<file path="src/rtl/uart_pkg.sv">
// Shared types and constants for the UART transmit queue.
// Latency: n/a (declarations only).
// Backpressure: n/a.
package uart_pkg;

    localparam int DEFAULT_DEPTH = 16;
    localparam int BYTE_W        = 8;

    typedef enum logic [1:0] {
        S_IDLE        = 2'd0,
        S_ISSUE       = 2'd1,
        S_WAIT_ACTIVE = 2'd2,
        S_WAIT_DONE   = 2'd3
    } tx_state_e;

endpackage

</file>
<file path="src/rtl/uart_tx_queue_if.sv">
// Producer push port, queue status and transmitter handshake for uart_tx_queue.
// Latency: wires only.
// Backpressure: producers watch o_Full; the transmitter side is a DV/Active/Done handshake.
interface uart_tx_queue_if #(
    parameter int DEPTH = uart_pkg::DEFAULT_DEPTH
);
    localparam int ADDR_W = $clog2(DEPTH);

    logic              i_Wr_En;
    logic [7:0]        i_Wr_Byte;
    logic              o_Full;
    logic              o_Empty;
    logic [ADDR_W:0]   o_Level;
    logic              o_Tx_DV;
    logic [7:0]        o_Tx_Byte;
    logic              i_Tx_Active;
    logic              i_Tx_Done;
    logic              o_Busy;
    logic              i_Ovf_Clr;
    logic              o_Overflow;

    modport slave (
        input  i_Wr_En, i_Wr_Byte, i_Tx_Active, i_Tx_Done, i_Ovf_Clr,
        output o_Full, o_Empty, o_Level, o_Tx_DV, o_Tx_Byte, o_Busy, o_Overflow
    );

    modport master (
        output i_Wr_En, i_Wr_Byte, i_Tx_Active, i_Tx_Done, i_Ovf_Clr,
        input  o_Full, o_Empty, o_Level, o_Tx_DV, o_Tx_Byte, o_Busy, o_Overflow
    );

endinterface

</file>
<file path="src/rtl/uart_tx_queue_mem.sv">
// DEPTH x 8 byte storage: synchronous write, asynchronous read, no reset.
// Latency: write visible one edge after we; read is combinational.
// Backpressure: none; the caller guards writes against a full queue.
module uart_tx_queue_mem
    import uart_pkg::*;
#(
    parameter int DEPTH  = DEFAULT_DEPTH,
    parameter int ADDR_W = $clog2(DEPTH)
) (
    input  logic              clk,
    input  logic              we,
    input  logic [ADDR_W-1:0] waddr,
    input  logic [BYTE_W-1:0] wdata,
    input  logic [ADDR_W-1:0] raddr,
    output logic [BYTE_W-1:0] rdata
);

    logic [BYTE_W-1:0] mem_q [DEPTH];

    always_ff @(posedge clk) begin
        if (we) begin
            mem_q[waddr] <= wdata;
        end
    end

    assign rdata = mem_q[raddr];

endmodule

</file>
<file path="src/rtl/uart_tx_queue.sv">
// Byte FIFO feeding a UART transmitter one byte at a time; UART_TX_QUEUE_OVF_EN enables the sticky overflow flag.
// Latency: push into empty queue at edge N gives o_Tx_DV during N+1..N+2; next issue 2 cycles after i_Tx_Done.
// Backpressure: pushes while o_Full are dropped; one byte outstanding at the transmitter at a time.
module uart_tx_queue
    import uart_pkg::*;
#(
    parameter int DEPTH = DEFAULT_DEPTH
) (
    input  logic      i_Clock,
    input  logic      i_Reset_n,
    uart_tx_queue_if.slave bus
);

    localparam int                ADDR_W   = $clog2(DEPTH);
    localparam logic [ADDR_W:0]   FULL_CNT = (ADDR_W + 1)'(DEPTH);

    logic [ADDR_W-1:0] wr_ptr_q, wr_ptr_d;
    logic [ADDR_W-1:0] rd_ptr_q, rd_ptr_d;
    logic [ADDR_W:0]   count_q, count_d;
    tx_state_e         state_q, state_d;
    logic [BYTE_W-1:0] tx_byte_q, tx_byte_d;
    logic [BYTE_W-1:0] head_byte;
    logic              full, empty, push, pop;

    assign full  = (count_q == FULL_CNT);
    assign empty = (count_q == '0);
    // Acceptance looks only at the registered full flag, so a same-cycle pop never rescues a push.
    assign push  = bus.i_Wr_En && !full;
    assign pop   = (state_q == S_IDLE) && !empty;

    uart_tx_queue_mem #(
        .DEPTH  (DEPTH),
        .ADDR_W (ADDR_W)
    ) u_mem (
        .clk   (i_Clock),
        .we    (push),
        .waddr (wr_ptr_q),
        .wdata (bus.i_Wr_Byte),
        .raddr (rd_ptr_q),
        .rdata (head_byte)
    );

    always_comb begin
        wr_ptr_d = push ? wr_ptr_q + 1'b1 : wr_ptr_q;
        rd_ptr_d = pop  ? rd_ptr_q + 1'b1 : rd_ptr_q;
        count_d  = count_q;
        case ({push, pop})
            2'b10:   count_d = count_q + 1'b1;
            2'b01:   count_d = count_q - 1'b1;
            default: count_d = count_q;
        endcase
    end

    always_comb begin
        state_d   = state_q;
        tx_byte_d = tx_byte_q;
        case (state_q)
            S_IDLE: begin
                if (!empty) begin
                    state_d   = S_ISSUE;
                    tx_byte_d = head_byte;
                end
            end
            S_ISSUE:       state_d = S_WAIT_ACTIVE;
            // A short byte may finish before Active is ever sampled.
            S_WAIT_ACTIVE: begin
                if (bus.i_Tx_Done)        state_d = S_IDLE;
                else if (bus.i_Tx_Active) state_d = S_WAIT_DONE;
            end
            S_WAIT_DONE: begin
                if (bus.i_Tx_Done) state_d = S_IDLE;
            end
            default:       state_d = S_IDLE;
        endcase
    end

    always_ff @(posedge i_Clock or negedge i_Reset_n) begin
        if (!i_Reset_n) begin
            wr_ptr_q  <= '0;
            rd_ptr_q  <= '0;
            count_q   <= '0;
            state_q   <= S_IDLE;
            tx_byte_q <= '0;
        end else begin
            wr_ptr_q  <= wr_ptr_d;
            rd_ptr_q  <= rd_ptr_d;
            count_q   <= count_d;
            state_q   <= state_d;
            tx_byte_q <= tx_byte_d;
        end
    end

    assign bus.o_Full    = full;
    assign bus.o_Empty   = empty;
    assign bus.o_Level   = count_q;
    assign bus.o_Tx_DV   = (state_q == S_ISSUE);
    assign bus.o_Tx_Byte = tx_byte_q;
    assign bus.o_Busy    = (state_q != S_IDLE) || !empty;

`ifdef UART_TX_QUEUE_OVF_EN
    logic ovf_q, ovf_d;
    logic drop;

    assign drop = bus.i_Wr_En && full;

    always_comb begin
        ovf_d = ovf_q;
        if (bus.i_Ovf_Clr) ovf_d = 1'b0;
        if (drop)          ovf_d = 1'b1;
    end

    always_ff @(posedge i_Clock or negedge i_Reset_n) begin
        if (!i_Reset_n) ovf_q <= 1'b0;
        else            ovf_q <= ovf_d;
    end

    assign bus.o_Overflow = ovf_q;
`else
    logic unused_ovf_clr;
    assign unused_ovf_clr = bus.i_Ovf_Clr;
    assign bus.o_Overflow = 1'b0;
`endif

endmodule

</file>
<file path="src/flat_wrapper.sv">
// flat-port wrapper written by rule: the top's interface ports become plain ports
module uart_tx_queue_flat import uart_pkg::*;
#(
    parameter int DEPTH = DEFAULT_DEPTH
)
  (i_Clock, i_Reset_n, bus_i_Wr_En, bus_i_Wr_Byte, bus_i_Tx_Active, bus_i_Tx_Done, bus_i_Ovf_Clr, bus_o_Full, bus_o_Empty, bus_o_Level, bus_o_Tx_DV, bus_o_Tx_Byte, bus_o_Busy, bus_o_Overflow);
  uart_tx_queue_if #(.DEPTH(DEPTH)) bus_i ();
  input  logic i_Clock;
  input  logic i_Reset_n;
  input wire logic [$bits(bus_i.i_Wr_En)-1:0] bus_i_Wr_En;
  input wire logic [$bits(bus_i.i_Wr_Byte)-1:0] bus_i_Wr_Byte;
  input wire logic [$bits(bus_i.i_Tx_Active)-1:0] bus_i_Tx_Active;
  input wire logic [$bits(bus_i.i_Tx_Done)-1:0] bus_i_Tx_Done;
  input wire logic [$bits(bus_i.i_Ovf_Clr)-1:0] bus_i_Ovf_Clr;
  output wire logic [$bits(bus_i.o_Full)-1:0] bus_o_Full;
  output wire logic [$bits(bus_i.o_Empty)-1:0] bus_o_Empty;
  output wire logic [$bits(bus_i.o_Level)-1:0] bus_o_Level;
  output wire logic [$bits(bus_i.o_Tx_DV)-1:0] bus_o_Tx_DV;
  output wire logic [$bits(bus_i.o_Tx_Byte)-1:0] bus_o_Tx_Byte;
  output wire logic [$bits(bus_i.o_Busy)-1:0] bus_o_Busy;
  output wire logic [$bits(bus_i.o_Overflow)-1:0] bus_o_Overflow;
  assign bus_i.i_Wr_En = bus_i_Wr_En;
  assign bus_i.i_Wr_Byte = bus_i_Wr_Byte;
  assign bus_i.i_Tx_Active = bus_i_Tx_Active;
  assign bus_i.i_Tx_Done = bus_i_Tx_Done;
  assign bus_i.i_Ovf_Clr = bus_i_Ovf_Clr;
  assign bus_o_Full = bus_i.o_Full;
  assign bus_o_Empty = bus_i.o_Empty;
  assign bus_o_Level = bus_i.o_Level;
  assign bus_o_Tx_DV = bus_i.o_Tx_DV;
  assign bus_o_Tx_Byte = bus_i.o_Tx_Byte;
  assign bus_o_Busy = bus_i.o_Busy;
  assign bus_o_Overflow = bus_i.o_Overflow;
  uart_tx_queue #(.DEPTH(DEPTH)) u_core (.i_Clock(i_Clock), .i_Reset_n(i_Reset_n), .bus(bus_i));
endmodule
</file>
<file path="config.mk">
export PLATFORM = sky130hd
export DESIGN_NAME = uart_tx_queue_flat
export DESIGN_NICKNAME = d
export VERILOG_FILES = /design/src/rtl/uart_pkg.sv /design/src/rtl/uart_tx_queue_if.sv /design/src/rtl/uart_tx_queue_mem.sv /design/src/rtl/uart_tx_queue.sv /design/src/flat_wrapper.sv
export SDC_FILE = /design/constraint.sdc
export NUM_CORES = 1
export LEC_CHECK = 0
export CORE_MARGIN = 4
export CORE_UTILIZATION = 50
export CTS_BUF_LIST = sky130_fd_sc_hd__clkbuf_8 sky130_fd_sc_hd__clkbuf_16
export CTS_CLUSTER_DIAMETER = 40
export CTS_CLUSTER_SIZE = 8
export DETAILED_ROUTE_END_ITERATION = 16
export PLACE_DENSITY_LB_ADDON = 0.3
export SETUP_SLACK_MARGIN = 0.05
export SLEW_MARGIN = 20
export SYNTH_ARGS = -nofsm -noshare
export SYNTH_HDL_FRONTEND = slang
export SYNTH_SLANG_ARGS = --single-unit
</file>
<file path="constraint.sdc">
create_clock -name i_Clock -period 3.7 [get_ports i_Clock]
set_input_delay 0.555 -clock i_Clock [delete_from_list [all_inputs] [get_ports i_Clock]]
set_output_delay 0.555 -clock i_Clock [all_outputs]
set_load 0.03 [all_outputs]
</file>
======== Yosys cells after proc, flatten, opt, wreduce, memory -nomap -nowiden ========
Memory sizes are Yosys's and may differ from the RTL's. A register that Yosys moved wholly into a read port is not among the register bits.
Index checks and enable logic that the tools add are counted.
cells by class
  bitwise operators ....................... 1
  equal/unequal tests ..................... 9
  reduce and logical (&&, ||, !) cells .... 12
  add/sub/neg operators ................... 4
  mux-type cells .......................... 8
operators with widths
  kind                 number
  $pmux 5 s2           1
  $add 4x1->4 const B  2
  $mux 2               4
  $pmux 2 s4           1
  $eq 2x2->1 const B   3
  $add 5x1->5 const B  1
  $eq 5x5->1 const B   1
  $logic_not 5->1      1
  $sub 5x1->5 const B  1
  $eq 2x1->1 const B   2
  $ne 2x2->1 const B   2
  $reduce_bool 2->1    2
  $logic_not 1->1      3
  $ne 3x3->1 const B   1
  $reduce_and 3->1     1
  $logic_and 1x1->1    2
  $logic_not 2->1      1
  $mux 1               2
  $reduce_and 2->1     1
  $logic_or 1x1->1     1
  $not 1->1            1
storage, ports and cells
  memories ................................ 1
  flip-flop bits (word level) ............. 15
  bits in writable memories ............... 128
  word-level logic and storage cells ...... 39
  input bits .............................. 14
memories
  memory              words  bits a word  rd ports  clocked after Yosys merged registers in  write ports  line                     RTL
  u_core.u_mem.mem_q  16     8            1         1                                        1            uart_tx_queue_mem.sv:18  logic [BYTE_W-1:0] mem_q [DEPTH];

======== Longest topological paths before layout ========
  word-level depth ........................ 5
  gate-level depth with buffers ........... 12

======== Hierarchy ========
Synthesis repeated with hierarchy kept, for this count alone.
second synthesis, totals
  cells, all modules ...................... 315
  area total of the unflattened synthesis .. 6147.1 µm²
by module, submodules not included
  module             area an instance (µm²)  cells an instance  times used
  uart_tx_queue_mem  4987.3                  221                1
  uart_tx_queue      1159.9                  94                 1

======== Least setup slack after synthesis ========
OpenSTA, ideal clock, no wires.
  path kind ............................... register to register
  from .................................... reg u_core.count_q[2] (netlist: u_core.bus.o_Level[2])
  to ...................................... reg u_core.count_q[4] (netlist: u_core.bus.o_Level[4])
  library setup time ...................... 0.081 ns
  arrival ................................. 2.784 ns
  setup slack ............................. 0.835 ns
  path buffers ............................ 2
  cell stages (with the launch flop) ...... 13
  data required time ...................... 3.619 ns
  cell sequence ........................... dfrtp_1 -> buf_6 -> or4_4 -> o21ai_2 -> inv_2 -> ha_1 -> clkbuf_1 -> xor2_1 -> ha_1 -> o21a_1 -> o21a_1 -> o32ai_1 -> xor2_1
between the ends
  longest elaborated chain between the ends .. 5
  elaborated cells on any way between the ends .. 12
RTL lines
  element                                          line                 RTL
  from (decl)                                      uart_tx_queue.sv:19  logic [ADDR_W:0] count_q, count_d;
  from (signal assigned)                           uart_tx_queue.sv:87  count_q <= count_d;
  $logic_not 5->1 *                                uart_tx_queue.sv:26  assign empty = (count_q == '0);
  $logic_not 1->1 *                                uart_tx_queue.sv:29  assign pop = (state_q == S_IDLE) && !empty;
  $logic_and 1x1->1 *                              uart_tx_queue.sv:29
  named net u_core.pop                             uart_tx_queue.sv:23  logic full, empty, push, pop;
  $eq 2x1->1 or $eq 2x2->1 (tied branches)         uart_tx_queue.sv:47  case ({push, pop})
  $pmux 5 s2 or $reduce_bool 2->1 (tied branches)  --
The timed path passes the listed nets; every way through them passes the cells marked *.
A chain may end at the register's enable or synchronous reset.

======== Worst setup path after layout ========
Ends and elaborated chain as after synthesis.

==> run metrics <==
worst slew pin tran=0.8370 ns; # setup viols final=0; CTS tree=built; most common cell after layout, fill and taps aside=edfxtp_1; Iteration-0 DRC Markers=213; drt drc=0; Slew HR=43.99%; status=finished, final reports clean; post-synth top area cell=edfxtp_1; YS warnings=0; Seq/Total Area, Yosys=72.04%; Crit-path slowest cell=or4_4; vias in the first global route=3137; Peak Freq=336.6 MHz; Critical Path Max Stage Delay=0.58 ns; period utilisation layout=80.29%; drt first pass iters=4; dpl ws=0.7809 ns; worst clock skew=0.008176 ns; Finished Cell Area=7211 sq um; clk buf depth=2; global route total overflow=0; final slew viol count=0; max_cap viols=0; routed vias=3050; Fin. Hold Viols=0; Root Buffer=clkbuf_16; Final nets=393; register bit total from synthesis=151; Final Util=60.03%; Die H=118.8 microns; DP Area=6646 sq um; Ports=32; Mapped Nets=348; PostCTS Resize Cnt=0; synthesized area per cell=18.88 sq um; area of the core=12010 sq um; Crit path required time=4.03 ns; # Post-CTS Setup Buffers=0; share of layout cells above drive strength 1=25.59%; largest net degree at the start of global routing=34; final estimated routing congestion in global placement=0.8099; clk slew on worst S/H paths=0.06 ns; crit path launch type=flip-flop; Worst Path Max Fanout=12; crit end category=flip-flop; port bufs=29; vias per inst=5.755; net load switching power=1.909 mW; Lkg Pwr=2.471 nW; Initial Util=51.07%; combinational share of power=29.4%; Post-Synthesis Cell Area=6135 sq um; Detail Placement HPWL=6881 microns; crit-path cells=or4_4, o21ai_2, buf_4, inv_2, ha_1, xor2_1, ha_1, o21a_1, o21a_1, o32ai_1, xor2_1; WL final=11280 microns; clock share of power=28.2%; Worst EP arrival=3.31 ns; RSZ-0062 raised after global routing=no; Tot GR Track Use=17.07%; sequential share of power=42.5%; initial antenna violation count=0; Layout area overhead=17.54%; number of CTS-inserted buffers=17; die width=118.8 microns; most frequent cells in the layout=edfxtp_1 (128), mux4_2 (32), clkdlybuf4s50_1 (28); top cell type's share of synthesized area=62.66%; Post-DRT Antenna Nets=0; Yosys cell types=41; first-pass GRT wire length=17680 microns; routed wire length per instance=21.29 microns; hold-fix buffer count after cts=0; HP Class=input pin to asynchronous set/reset pin; PnR worst setup slack=0.7291 ns; Sinks on Clock Net=151; worst ir drop on vdd=0.4552 mV; setup_tns=0 ns; Power, Total=5.844 mW; Sw Share=32.66%; Pwr per Cell Area=810.5 nW/um^2; Skew-Pair Late Insertion Delay=0.41 ns; Inserted Diodes=0; Pint=3.935 mW; cell count after synthesis=325; synth top area cells=edfxtp_1 (63%), mux4_2 (12%), dfrtp_1 (9.4%); Setup CP Type=flip-flop to flip-flop; die footprint=14110 sq um; cell row count=40; min Tclk post-route=2.971 ns; htree depth=4
==> flip-flops by register name, indices dropped and copies added, names as in the netlist <==
name	count
u_core.rd_ptr_q	4
u_core.bus.o_Level	5
u_core.wr_ptr_q	4
u_core.u_mem.mem_q	128
u_core.bus.o_Tx_Byte	8
u_core.state_q	2
==> power by group through the flow <==
| stage | clock network (mW) | registers [mW] | logic, mW |
|---|---|---|---|
| after floorplan | 0 | 2.39 | 1.32 |
| after global placement | 0 | 2.51 | 1.69 |
| after detailed placement | 0 | 2.52 | 1.73 |
| after CTS | 1.68 | 2.49 | 1.75 |
| after global routing | 1.76 | 2.53 | 1.86 |
| final | 1.65 | 2.48 | 1.72 |
==> cell usage after synthesis, drive strengths merged <==
cell type / count
nor2: 18
ha: 9
o32ai: 1
and2: 2
mux2: 1
nor2b: 2
o21ai: 4
and3b: 1
nor4: 1
a21oi: 3
or3b: 1
a31oi: 1
nand2b: 4
dfrtp: 23
o21a: 2
xor2: 5
mux4: 32
conb: 1
nand2: 22
nor3: 4
a311oi: 1
edfxtp: 128
clkbuf: 8
inv: 4
xnor2: 7
o221ai: 8
mux2i: 16
or4: 1
nor3b: 1
buf: 11
a21boi: 1
nand4: 2
==> critical path, delay by kind of cell (launching register included) <==
family	cells	cell delay, ns
buffers and inverters	2	0.32
and+or+nand+nor	1	0.58
xor gates and xnor gates	2	0.35
DFF	1	0.48
adders and majority gates	2	0.54
AOI/OAI and AO/OA	4	0.63
==> through the flow <==
step	hold WS, ns	std cells
2_1_floorplan	0.2594	325
3_3_place_gp	0.4833	498
3_5_place_dp	0.4876	498
4_1_cts	0.5014	530
5_1_grt	0.1526	530
6_report	0.1240	530
==> final timing paths <==
kind,to,cells past startpoint,slack (ns),from
worst max-delay path,u_core.bus.o_Level[4]$_DFFE_PN0P_,11,0.73,u_core.bus.o_Level[2]$_DFFE_PN0P_
min in group i_Clock,u_core.bus.o_Tx_Byte[7]$_DFFE_PN0P_,2,0.50,u_core.bus.o_Tx_Byte[7]$_DFFE_PN0P_
max in group asynchronous,u_core.rd_ptr_q[3]$_DFFE_PN0P_,1,3.17,i_Reset_n
worst min-delay path,u_core.bus.o_Level[1]$_DFFE_PN0P_,1,0.12,i_Reset_n
worst min register to register,u_core.bus.o_Tx_Byte[7]$_DFFE_PN0P_,2,0.50,u_core.bus.o_Tx_Byte[7]$_DFFE_PN0P_
worst max register to register,u_core.bus.o_Level[4]$_DFFE_PN0P_,11,0.73,u_core.bus.o_Level[2]$_DFFE_PN0P_
==> layer usage <==
layer  share of wire [%]  GRT usage [%]  vias to the layer above
met1                  43          22.54                     1583
met5                   0              0                        -
met2                  51          27.89                       90
li1                    -              -                     1368
met3                 5.8          4.976                        9
met4                0.86          4.779                        0
==> cell type report <==
cell class	count	area, sq um
fillers	878	4801
flip-flops and latches	151	4423
clock inverters	15	142.6
repair buffers	45	417.9
well taps	147	183.9
multi-input cells	151	1603
inverters	4	15.01
clock buffers	17	425.4
==> cells by family after synthesis <==
| group | synth area share [%] |
|---|---|
| xor gates and xnor gates | 1.713 |
| AOI/OAI and AO/OA | 3.406 |
| and+or+nand+nor | 4.569 |
| other | 0.06113 |
| muxes | 14.54 |
| adders and majority gates | 1.836 |
| DFF | 72.04 |
| buffers and inverters | 1.836 |
(Power assumes the default switching activity.)
